==> config.mk <==
export PLATFORM = sky130hd
export DESIGN_NAME = tmboc_acq_sched_flat
export DESIGN_NICKNAME = d
export VERILOG_FILES = /design/src/rtl/tmboc_acq_sched_if.sv /design/src/rtl/tmboc_acq_sched.sv /design/src/flat_wrapper.sv
export SDC_FILE = /design/constraint.sdc
export NUM_CORES = 1
export LEC_CHECK = 0
export BUFFER_PORTS_ARGS = -buffer_cell sky130_fd_sc_hd__buf_2
export CAP_MARGIN = 20
export CORE_MARGIN = 2
export CORE_UTILIZATION = 50
export DETAILED_ROUTE_END_ITERATION = 8
export PLACE_DENSITY = 0.73
export SLEW_MARGIN = 25
export SYNTH_ARGS = -nofsm -noshare
export SYNTH_HDL_FRONTEND = slang
export SYNTH_SLANG_ARGS = --single-unit
==> constraint.sdc <==
create_clock -name rx_clk -period 6.92 [get_ports rx_clk]
set_input_delay 0 -clock rx_clk [delete_from_list [all_inputs] [get_ports rx_clk]]
set_output_delay 0 -clock rx_clk [all_outputs]
set_load 0.05 [all_outputs]
==> src/rtl/tmboc_acq_sched_if.sv <==
// tmboc_acq_sched_if: control/status bundle between acquisition control, the scheduler and the PRN generator/correlator.
interface tmboc_acq_sched_if #(
    parameter int ACC_WIDTH = 32,
    parameter int MAG_WIDTH = 24,
    parameter int DOPP_W    = 6,
    parameter int CODE_W    = 12,
    parameter int TIMEOUT_W = 20
);
    logic                 rx_start;
    logic [ACC_WIDTH-1:0] rx_fcw_base;
    logic [ACC_WIDTH-1:0] rx_fcw_step;
    logic [ACC_WIDTH-1:0] rx_phs_step;
    logic [DOPP_W-1:0]    rx_num_dopp;
    logic [CODE_W-1:0]    rx_num_code;
    logic [TIMEOUT_W-1:0] rx_timeout;
    logic                 rx_prn_eop;
    logic                 rx_corr_valid;
    logic [MAG_WIDTH-1:0] rx_corr_mag;
    logic                 tx_gen_rst;
    logic [ACC_WIDTH-1:0] tx_prn_fcw;
    logic [ACC_WIDTH-1:0] tx_init_phs;
    logic                 tx_busy;
    logic                 tx_done;
    logic                 tx_err;
    logic [MAG_WIDTH-1:0] tx_best_mag;
    logic [DOPP_W-1:0]    tx_best_dopp;
    logic [CODE_W-1:0]    tx_best_code;

    modport master (
        output rx_start, rx_fcw_base, rx_fcw_step, rx_phs_step, rx_num_dopp, rx_num_code, rx_timeout,
               rx_prn_eop, rx_corr_valid, rx_corr_mag,
        input  tx_gen_rst, tx_prn_fcw, tx_init_phs, tx_busy, tx_done, tx_err, tx_best_mag, tx_best_dopp, tx_best_code
    );

    modport slave (
        input  rx_start, rx_fcw_base, rx_fcw_step, rx_phs_step, rx_num_dopp, rx_num_code, rx_timeout,
               rx_prn_eop, rx_corr_valid, rx_corr_mag,
        output tx_gen_rst, tx_prn_fcw, tx_init_phs, tx_busy, tx_done, tx_err, tx_best_mag, tx_best_dopp, tx_best_code
    );
endinterface

==> src/rtl/tmboc_acq_sched.sv <==
// tmboc_acq_sched: steps the Doppler x code-offset grid, runs the PRN generator one period per cell
// and keeps the earliest strongest correlator magnitude.
module tmboc_acq_sched #(
    parameter int ACC_WIDTH = 32,
    parameter int MAG_WIDTH = 24,
    parameter int DOPP_W    = 6,
    parameter int CODE_W    = 12,
    parameter int TIMEOUT_W = 20
) (
    input logic              rx_clk,
    input logic              rx_rst,
    tmboc_acq_sched_if.slave bus
);
    typedef enum logic [2:0] {IDLE, LOAD, RUN, WAITC, NEXT, DONE} state_t;

    state_t               state, state_nxt;
    logic                 load_cnt;
    logic [TIMEOUT_W-1:0] wd, timeout;
    logic [DOPP_W-1:0]    dopp, dopp_last, best_dopp;
    logic [CODE_W-1:0]    code, code_last, best_code;
    logic [ACC_WIDTH-1:0] fcw, phs, fcw_step, phs_step;
    logic [MAG_WIDTH-1:0] best_mag;
    logic                 err, start_ok, code_wrap, last_cell, wd_fire, hit;

    always_comb begin
        state_nxt = state;
        start_ok  = (state == IDLE) && bus.rx_start;
        code_wrap = code == code_last;
        last_cell = code_wrap && (dopp == dopp_last);
        wd_fire   = wd == timeout;
        hit       = bus.rx_corr_valid && (bus.rx_corr_mag > best_mag);
        case (state)
            IDLE:    state_nxt = bus.rx_start ? LOAD : IDLE;
            LOAD:    state_nxt = load_cnt ? RUN : LOAD;
            RUN:     state_nxt = bus.rx_prn_eop ? WAITC : (wd_fire ? DONE : RUN);
            WAITC:   state_nxt = bus.rx_corr_valid ? NEXT : WAITC;
            NEXT:    state_nxt = last_cell ? DONE : LOAD;
            default: state_nxt = IDLE;
        endcase
    end

    always_ff @(posedge rx_clk) begin
        if (rx_rst) state <= IDLE;
        else        state <= state_nxt;
    end

    always_ff @(posedge rx_clk) begin
        if (rx_rst) begin
            load_cnt  <= 1'b0;
            wd        <= '0;
            timeout   <= '0;
            dopp      <= '0;
            dopp_last <= '0;
            code      <= '0;
            code_last <= '0;
            fcw       <= '0;
            phs       <= '0;
            fcw_step  <= '0;
            phs_step  <= '0;
            best_mag  <= '0;
            best_dopp <= '0;
            best_code <= '0;
            err       <= 1'b0;
        end else begin
            load_cnt <= (state == LOAD) ? ~load_cnt : 1'b0;
            wd       <= (state == RUN) ? wd + 1'b1 : '0;
            if (start_ok) begin
                // storing last index (count-1) makes a zero count behave as one
                dopp_last <= (bus.rx_num_dopp == '0) ? '0 : bus.rx_num_dopp - 1'b1;
                code_last <= (bus.rx_num_code == '0) ? '0 : bus.rx_num_code - 1'b1;
                timeout   <= bus.rx_timeout;
                fcw_step  <= bus.rx_fcw_step;
                phs_step  <= bus.rx_phs_step;
                fcw       <= bus.rx_fcw_base;
                phs       <= '0;
                dopp      <= '0;
                code      <= '0;
                best_mag  <= '0;
                best_dopp <= '0;
                best_code <= '0;
                err       <= 1'b0;
            end
            if (state == RUN && !bus.rx_prn_eop && wd_fire) err <= 1'b1;
            if (state == WAITC && hit) begin
                best_mag  <= bus.rx_corr_mag;
                best_dopp <= dopp;
                best_code <= code;
            end
            if (state == NEXT) begin
                code <= code_wrap ? '0 : code + 1'b1;
                phs  <= code_wrap ? '0 : phs + phs_step;
                if (code_wrap && dopp != dopp_last) begin
                    dopp <= dopp + 1'b1;
                    fcw  <= fcw + fcw_step;
                end
            end
        end
    end

    assign bus.tx_gen_rst   = state != RUN;
    assign bus.tx_busy      = (state != IDLE) && (state != DONE);
    assign bus.tx_done      = state == DONE;
    assign bus.tx_prn_fcw   = fcw;
    assign bus.tx_init_phs  = phs;
    assign bus.tx_err       = err;
    assign bus.tx_best_mag  = best_mag;
    assign bus.tx_best_dopp = best_dopp;
    assign bus.tx_best_code = best_code;
endmodule

==> src/flat_wrapper.sv <==
// flat-port wrapper written by rule: the top's interface ports become plain ports
module tmboc_acq_sched_flat 
#(
    parameter int ACC_WIDTH = 32,
    parameter int MAG_WIDTH = 24,
    parameter int DOPP_W    = 6,
    parameter int CODE_W    = 12,
    parameter int TIMEOUT_W = 20
)
  (rx_clk, rx_rst, bus_rx_start, bus_rx_fcw_base, bus_rx_fcw_step, bus_rx_phs_step, bus_rx_num_dopp, bus_rx_num_code, bus_rx_timeout, bus_rx_prn_eop, bus_rx_corr_valid, bus_rx_corr_mag, bus_tx_gen_rst, bus_tx_prn_fcw, bus_tx_init_phs, bus_tx_busy, bus_tx_done, bus_tx_err, bus_tx_best_mag, bus_tx_best_dopp, bus_tx_best_code);
  tmboc_acq_sched_if #(.ACC_WIDTH(ACC_WIDTH), .MAG_WIDTH(MAG_WIDTH), .DOPP_W(DOPP_W), .CODE_W(CODE_W), .TIMEOUT_W(TIMEOUT_W)) bus_i ();
  input logic rx_clk;
  input logic rx_rst;
  input wire logic [$bits(bus_i.rx_start)-1:0] bus_rx_start;
  input wire logic [$bits(bus_i.rx_fcw_base)-1:0] bus_rx_fcw_base;
  input wire logic [$bits(bus_i.rx_fcw_step)-1:0] bus_rx_fcw_step;
  input wire logic [$bits(bus_i.rx_phs_step)-1:0] bus_rx_phs_step;
  input wire logic [$bits(bus_i.rx_num_dopp)-1:0] bus_rx_num_dopp;
  input wire logic [$bits(bus_i.rx_num_code)-1:0] bus_rx_num_code;
  input wire logic [$bits(bus_i.rx_timeout)-1:0] bus_rx_timeout;
  input wire logic [$bits(bus_i.rx_prn_eop)-1:0] bus_rx_prn_eop;
  input wire logic [$bits(bus_i.rx_corr_valid)-1:0] bus_rx_corr_valid;
  input wire logic [$bits(bus_i.rx_corr_mag)-1:0] bus_rx_corr_mag;
  output wire logic [$bits(bus_i.tx_gen_rst)-1:0] bus_tx_gen_rst;
  output wire logic [$bits(bus_i.tx_prn_fcw)-1:0] bus_tx_prn_fcw;
  output wire logic [$bits(bus_i.tx_init_phs)-1:0] bus_tx_init_phs;
  output wire logic [$bits(bus_i.tx_busy)-1:0] bus_tx_busy;
  output wire logic [$bits(bus_i.tx_done)-1:0] bus_tx_done;
  output wire logic [$bits(bus_i.tx_err)-1:0] bus_tx_err;
  output wire logic [$bits(bus_i.tx_best_mag)-1:0] bus_tx_best_mag;
  output wire logic [$bits(bus_i.tx_best_dopp)-1:0] bus_tx_best_dopp;
  output wire logic [$bits(bus_i.tx_best_code)-1:0] bus_tx_best_code;
  assign bus_i.rx_start = bus_rx_start;
  assign bus_i.rx_fcw_base = bus_rx_fcw_base;
  assign bus_i.rx_fcw_step = bus_rx_fcw_step;
  assign bus_i.rx_phs_step = bus_rx_phs_step;
  assign bus_i.rx_num_dopp = bus_rx_num_dopp;
  assign bus_i.rx_num_code = bus_rx_num_code;
  assign bus_i.rx_timeout = bus_rx_timeout;
  assign bus_i.rx_prn_eop = bus_rx_prn_eop;
  assign bus_i.rx_corr_valid = bus_rx_corr_valid;
  assign bus_i.rx_corr_mag = bus_rx_corr_mag;
  assign bus_tx_gen_rst = bus_i.tx_gen_rst;
  assign bus_tx_prn_fcw = bus_i.tx_prn_fcw;
  assign bus_tx_init_phs = bus_i.tx_init_phs;
  assign bus_tx_busy = bus_i.tx_busy;
  assign bus_tx_done = bus_i.tx_done;
  assign bus_tx_err = bus_i.tx_err;
  assign bus_tx_best_mag = bus_i.tx_best_mag;
  assign bus_tx_best_dopp = bus_i.tx_best_dopp;
  assign bus_tx_best_code = bus_i.tx_best_code;
  tmboc_acq_sched #(.ACC_WIDTH(ACC_WIDTH), .MAG_WIDTH(MAG_WIDTH), .DOPP_W(DOPP_W), .CODE_W(CODE_W), .TIMEOUT_W(TIMEOUT_W)) u_core (.rx_clk(rx_clk), .rx_rst(rx_rst), .bus(bus_i));
endmodule
==> results of run 1 <==
layout make-up:
cell class,instances,area (µm²)
Clock inverter,14,198
Tap cell,372,465
Antenna cell,3,7.51
Fill cell,2195,9120
Inverter,72,270
Clock buffer,35,746
Sequential cell,251,5020
Timing Repair Buffer,443,3060
Multi-Input combinational cell,1349,8210
power by group:
part / switching (µW) / internal, µW
clock network: 604 / 942
logic: 334 / 240
registers: 43.3 / 1500
worst min-delay path: stages:
cell	delay [ns]
buf_2	0.10
inv_1	0.07
ha_1	0.12
inv_1	0.03
a22oi_1	0.14
nor2_1	0.06
cell families (layout without fill, tap and decap cells):
logic type | count (synthesis) | after routing | synth area share (%)
muxes | 27 | 27 | 1.95
DFF | 251 | 251 | 36.3
and+or+nand+nor | 683 | 683 | 21.2
adders and majority gates | 94 | 94 | 8.60
AOI/OAI and AO/OA | 428 | 428 | 19.9
other | 0 | 3 | 0
buffers and inverters | 168 | 564 | 4.71
xor gates and xnor gates | 117 | 117 | 7.40
worst paths after layout:
kind,startpoint,endpoint,slack (ns)
worst max-delay path,u_core.bus.tx_best_mag[1],u_core.bus.tx_best_code[7],3.67
worst min-delay path,bus_rx_num_dopp[1],u_core.dopp_last[1],0.04
worst max register to register,u_core.bus.tx_best_mag[1],u_core.bus.tx_best_code[7],3.67
worst min register to register,u_core.bus.tx_err,u_core.bus.tx_err,0.45
routing by layer:
layer	vias up	routed length, µm
li1	6871	-
met4	2	1710
met3	127	2390
met5	-	13
met1	6499	17000
met2	474	19000
sequential cells by signal, indices dropped and copies added, names as in the netlist:
name and count:
u_core.bus.tx_init_phs 32, u_core.bus.tx_best_mag 24, u_core.bus.tx_best_dopp 6, u_core.bus.tx_prn_fcw 32, u_core.phs_step 32, u_core.timeout 20, u_core.state 3, u_core.dopp 6
u_core.fcw_step 32, u_core.bus.tx_err 1, u_core.load_cnt 1, u_core.bus.tx_best_code 12, u_core.wd 20, u_core.code_last 12, u_core.dopp_last 6, u_core.code 12
placed cells by master (no fill, tap or decap), types with 11 or more instances in the layout:
cell / n
a21o_1: 39
a21oi_1: 174
a22o_1: 17
a22oi_1: 28
a311oi_1: 29
a31oi_1: 27
buf_2: 271
clkbuf_16: 27
dfxtp_1: 251
dlygate4sd3_1: 164
ha_1: 92
inv_1: 72
mux2i_1: 27
nand2_1: 289
nand2b_1: 15
nand3_1: 37
nand4_1: 21
nor2_1: 226
nor2b_1: 11
nor3_1: 18
nor4_1: 13
o21ai_0: 44
or3_1: 16
xnor2_1: 57
xor2_1: 60
what timing repair did:
action,CTS,global route
hold buffers,164,0
hold endpoints to repair,160,0
resized for setup,0,0
through the flow:
step | cells | setup slack, ns | util (%) | hold WS [ns] | cell area (µm²)
floorplan | 1768 | 3.95 | - | 0.136 | 13900
global placement | 2323 | 3.89 | 56.8 | 0.239 | 15400
detailed placement | 2323 | 3.77 | 56.8 | 0.246 | 15400
CTS | 2536 | 3.75 | 66.3 | 0.00300 | 18000
global route | 2539 | 3.45 | 66.4 | 0.0641 | 18000
finish | 2539 | 3.67 | 66.4 | 0.0388 | 18000
==> reports/metrics.cfg, run 1 <==
[yosys]
yosysSeqAreaShare_pct=36.3
synth_warnings=0
ys.flop_type=dfxtp_1
synth_top_area_share_pct=36.3
synth_top_cells_by_count=nand2_1, dfxtp_1, nor2_1
synthesis.area_um2=13900
syn_area_per_cell_um2=7.84
yosysMostFrequentCell=nand2_1
synth_seq_cells=251
synth_edf_count=0
syn_inst=1768
ys_types=69
synth_area_leaders=dfxtp_1, ha_1, nand2_1
synth-async-reset-ratio_pct=0
synth_fp_nets=2025
synth_top_area_cell=dfxtp_1

[floorplan]
pin_count=273
dieArea_um2=29100
dieWidth_um=170
die_h_um=170
rows=60
initial_core_util_pct=51.1
core_um2=27100

[global_routing]
grt_use_met2_pct=46.1
grt_pass1_wl_um=64500
grt_max_degree=136
use_met1_pct=33.0
antenna_found_initial=4
grt_pass1_vias=13470
grt_overflow_total=0
grt_usage_pct=26.7
met3_usage_pct=4.51
grt_busiest_layer=met2

[clock_tree]
postCtsSetupBuffers=0
cts_tree=done
h-tree-depth=1
clk_pin_slew_ns=0.06
cts_max_path_buffers=3
cts_made_buffers=27
cts_sinks=251
clk_latency_ns=0.53
cts_root_buf=clkbuf_16

[detailed_routing]
drtIter0Drc=876
drc_errors=0
wl_per_cell_um=15.8
vias=13973
first_pass_iters=6
routed_wl_um=40100
final_antenna_net_count=0
routed_via_density=5.50

[power]
leakage_uw=0.00808
power.density_nw_per_um2=204
vdd_drop_max_uv=176
p_total_uw=3670

[worst_setup_path]
worstPathArrival_ns=3.63
critPathBufInv=2
cp.required_ns=7.30
reg2regPathDepth=13
crit_family=compound AO/OA/AOI/OAI gates
slowest_stage=buf_4
cp_cell_sequence=inv_1 > ha_1 > nor2b_1 > o21a_1 > o21ai_0 > a21oi_1 > o31a_1 > o21ai_0 > a221o_2 > buf_4 > nor2_1 > a31oi_1 > nor2_1
worst-setup-path-type=register to register
worst-path-max-fanout=47
critPathLaunchType=register
critPathMaxStageDelay_ns=0.53
end_kind=register
cp.depth=13

[sta]
period_needed_ns=3.25
rsz0062_at_grt=no
tightest_slew_ns=0.974
setup_tns_ns=0
slew_headroom_pct=34.8
period_share_pct=47.0
setup_violations=0
hold_violations=0
skew_ns=0.0109
fmax_mhz=308
final_max_slew_viol_count=0

[final_layout]
drive_gt1_share_pct=16.0
nets=2401
area_delta_synth_final_pct=29.8

[place]
io_buffers=272
place_congestion=0.879
dp_hpwl_um=26300

[outcome]
status=finished clean

[min_path]
hold_depth=6
min_path_type=primary input to register

[job]
max_cap_viol_count=0

No activity file was read; power rests on OpenSTA's default activity.
==> inputs of run 2 (changes only) <==
ABC_AREA = 1   (was unset)
PLACE_DENSITY = 0.75   (was 0.73)
clock period = 2.95 ns   (was 6.92 ns; I/O delays follow)
==> reports/metrics.cfg, run 2 <==
[clock_tree]
cts_tree=done
h-tree-depth=1  ; unchanged
clk_latency_ns=0.55  ; +0.02 ns
cts_made_buffers=28  ; +3.7%
cts_sinks=251  ; unchanged
cts_max_path_buffers=3  ; unchanged
postCtsSetupBuffers=0  ; unchanged
cts_root_buf=clkbuf_16
clk_pin_slew_ns=0.06  ; about the same

[yosys]
yosys.area_share.xor_xnor_pct=3.46  ; -3.9 points
synth_top_family_by_area=simple AND/OR/NAND/NOR gates
synthesis.area_um2=16000  ; +15%
synth_top_cells_by_count=nand2_1, inv_1, a21oi_1
synth_warnings=0  ; unchanged
synth_top_area_cell=dfxtp_1
synth_top_area_share_pct=31.5  ; -4.8 points
synth_edf_count=0  ; unchanged
syn_inst=2522  ; +43%
syn_area_per_cell_um2=6.33  ; -19%
synth-compound-area-share_pct=11.2  ; -8.6 points
synth_fa_ha_area_share_pct=7.46  ; -1.1 points
synth-async-reset-ratio_pct=0  ; unchanged
synth_fp_nets=2779  ; +37%
synth_simple_gate_area_share_pct=35.8  ; +15 points
yosysMostFrequentCell=nand2_1
synth_mux_area_share_pct=0.313  ; -1.6 points
ys_types=43  ; -38%
synth_seq_cells=251  ; unchanged
yosysSeqAreaShare_pct=31.5  ; -4.8 points
synth_area_leaders=dfxtp_1, nand2_1, a21oi_1
ys.flop_type=dfxtp_1

[place]
dp_hpwl_um=35700  ; +36%
place_congestion=0.923  ; +5.1%
place_area_um2=17500  ; +14%
io_buffers=272  ; unchanged

[worst_setup_path]
critPathLaunchType=register
end_kind=register
worst-setup-path-type=register to register
r2r_end=u_core.phs_step[4]
reg2regPathDepth=9  ; -4
crit_path_start=u_core.state[0]
cp.required_ns=3.42  ; -3.88 ns
reg2reg_from=u_core.state[0]
worst-path-max-fanout=47  ; unchanged
worstPathArrival_ns=3.19  ; -0.44 ns
timing.reg2reg.setup_slack_ns=0.23  ; -3.44 ns

[detailed_routing]
routed_wl_um=52500  ; +31%
drtIter0Drc=1190  ; +36%
drc_errors=0  ; unchanged
first_pass_iters=7  ; +1
routed_via_density=5.26  ; -4.5%
final_antenna_net_count=0  ; unchanged
wl_per_cell_um=15.5  ; -2.1%
vias=17836  ; +28%

[floorplan]
pin_count=273  ; unchanged
rows=65  ; +8.3%
dieWidth_um=183  ; +7.2%
initial_core_util_pct=50.7  ; -0.39 points
dieArea_um2=33400  ; +15%
core_um2=31500  ; +16%
die_h_um=183  ; +7.2%

[final_layout]
nets=3224  ; +34%
drive_gt1_share_pct=12.6  ; -3.4 points
layout_common_cells=nand2_1, inv_1, a21oi_1
final_common_cell=nand2_1
fin_util_pct=65.4  ; -0.92 points
area_delta_synth_final_pct=29.0
final_area_um2=20600  ; +15%

[sta]
setup_tns_ns=0  ; unchanged
hold_violations=0  ; unchanged
period_needed_ns=2.72  ; -0.535 ns
rsz0062_at_grt=no
final_max_slew_viol_count=0  ; unchanged
setup_violations=0  ; unchanged
skew_ns=0.0170  ; +0.00616 ns
slew_headroom_pct=51.5  ; +17 points
tightest_slew_ns=0.727  ; -0.246 ns
fin_hold_ws_ns=0.0283  ; -0.0106 ns
period_share_pct=92.0  ; +45 points
fmax_mhz=368  ; +20%

[global_routing]
grt_pass1_vias=17600  ; +31%
grt_usage_pct=30.8  ; +4.0 points
antenna_found_initial=3  ; -1
grt_overflow_total=0  ; unchanged
grt_max_degree=149  ; +9.6%
grt_pass1_wl_um=84900  ; +32%

[outcome]
status=finished clean

[min_path]
hold_end=u_core.timeout[13]
hold_depth=3  ; -3
min_path_type=primary input to register
min_from=bus_rx_start

[power]
leakage_uw=0.0102  ; +27%
p_total_uw=8720  ; +140%
vdd_drop_max_uv=529  ; +200%
power.density_nw_per_um2=423  ; +110%

[job]
max_cap_viol_count=0  ; unchanged

run 2: worst max-delay path by stage:
stage | endpoint | cells after the start
3_3_place_gp | u_core.bus.tx_best_mag[4] | 10
3_5_place_dp | u_core.bus.tx_best_code[2] | 12
6_report | u_core.phs_step[4] | 9
2_1_floorplan | u_core.bus.tx_init_phs[16] | 14
4_1_cts | u_core.phs_step[3] | 9
5_1_grt | u_core.code_last[9] | 10
run 2: per-stage QoR:
stage	cells	setup slack [ns]
finish	3392	0.235
global route	3390	0.125
floorplan	2522	0.710
global placement	3123	0.646
CTS	3388	0.323
detailed placement	3123	0.560
run 2: timing repair:
item | CTS | global route
hold buffers | 216 | 0
endpoints found under the hold margin | 194 | 0
gates resized for setup | 0 | 0
run 2: layout make-up:
type | instances | area (µm²)
diodes | 4 | 10.0
clock buffers | 40 | 837
clock inverters | 9 | 73.8
fillers | 2750 | 10900
inverters | 312 | 1170
multi-input cells | 1872 | 9330
flip-flops and latches | 251 | 5020
well taps | 402 | 503
repair buffers | 502 | 3650
run 2: cell families after synthesis:
group	count (synthesis)
AO/OA/AOI/OAI	343
XOR/XNOR	63
adder cells (fa/ha/maj)	94
buffers and inverters	399
flip-flops	251
multiplexers	5
AND/OR/NAND/NOR	1367
run 2: layer usage:
metal	global-route usage, %	part of all wire (%)
met1	37.7	43
met2	53.7	46
met3	5.05	6.8
met4	12.3	3.9
met5	0	0
run 2: worst max-delay path, cell delays in order, from the launching register on:
cell and delay, ns:
dfxtp_1 0.33, nor2_1 0.15, inv_2 0.07, nor2_2 0.21
nand2_8 0.24, clkinv_2 0.35, buf_4 0.36, nand2_1 0.18
a21oi_1 0.16, dlygate4sd3_1 0.57
run 2: where the power goes:
group	total [µW]	internal, µW	switching [µW]
combinational	1610	647	958
sequential	3640	3530	112
clock	3470	2040	1430
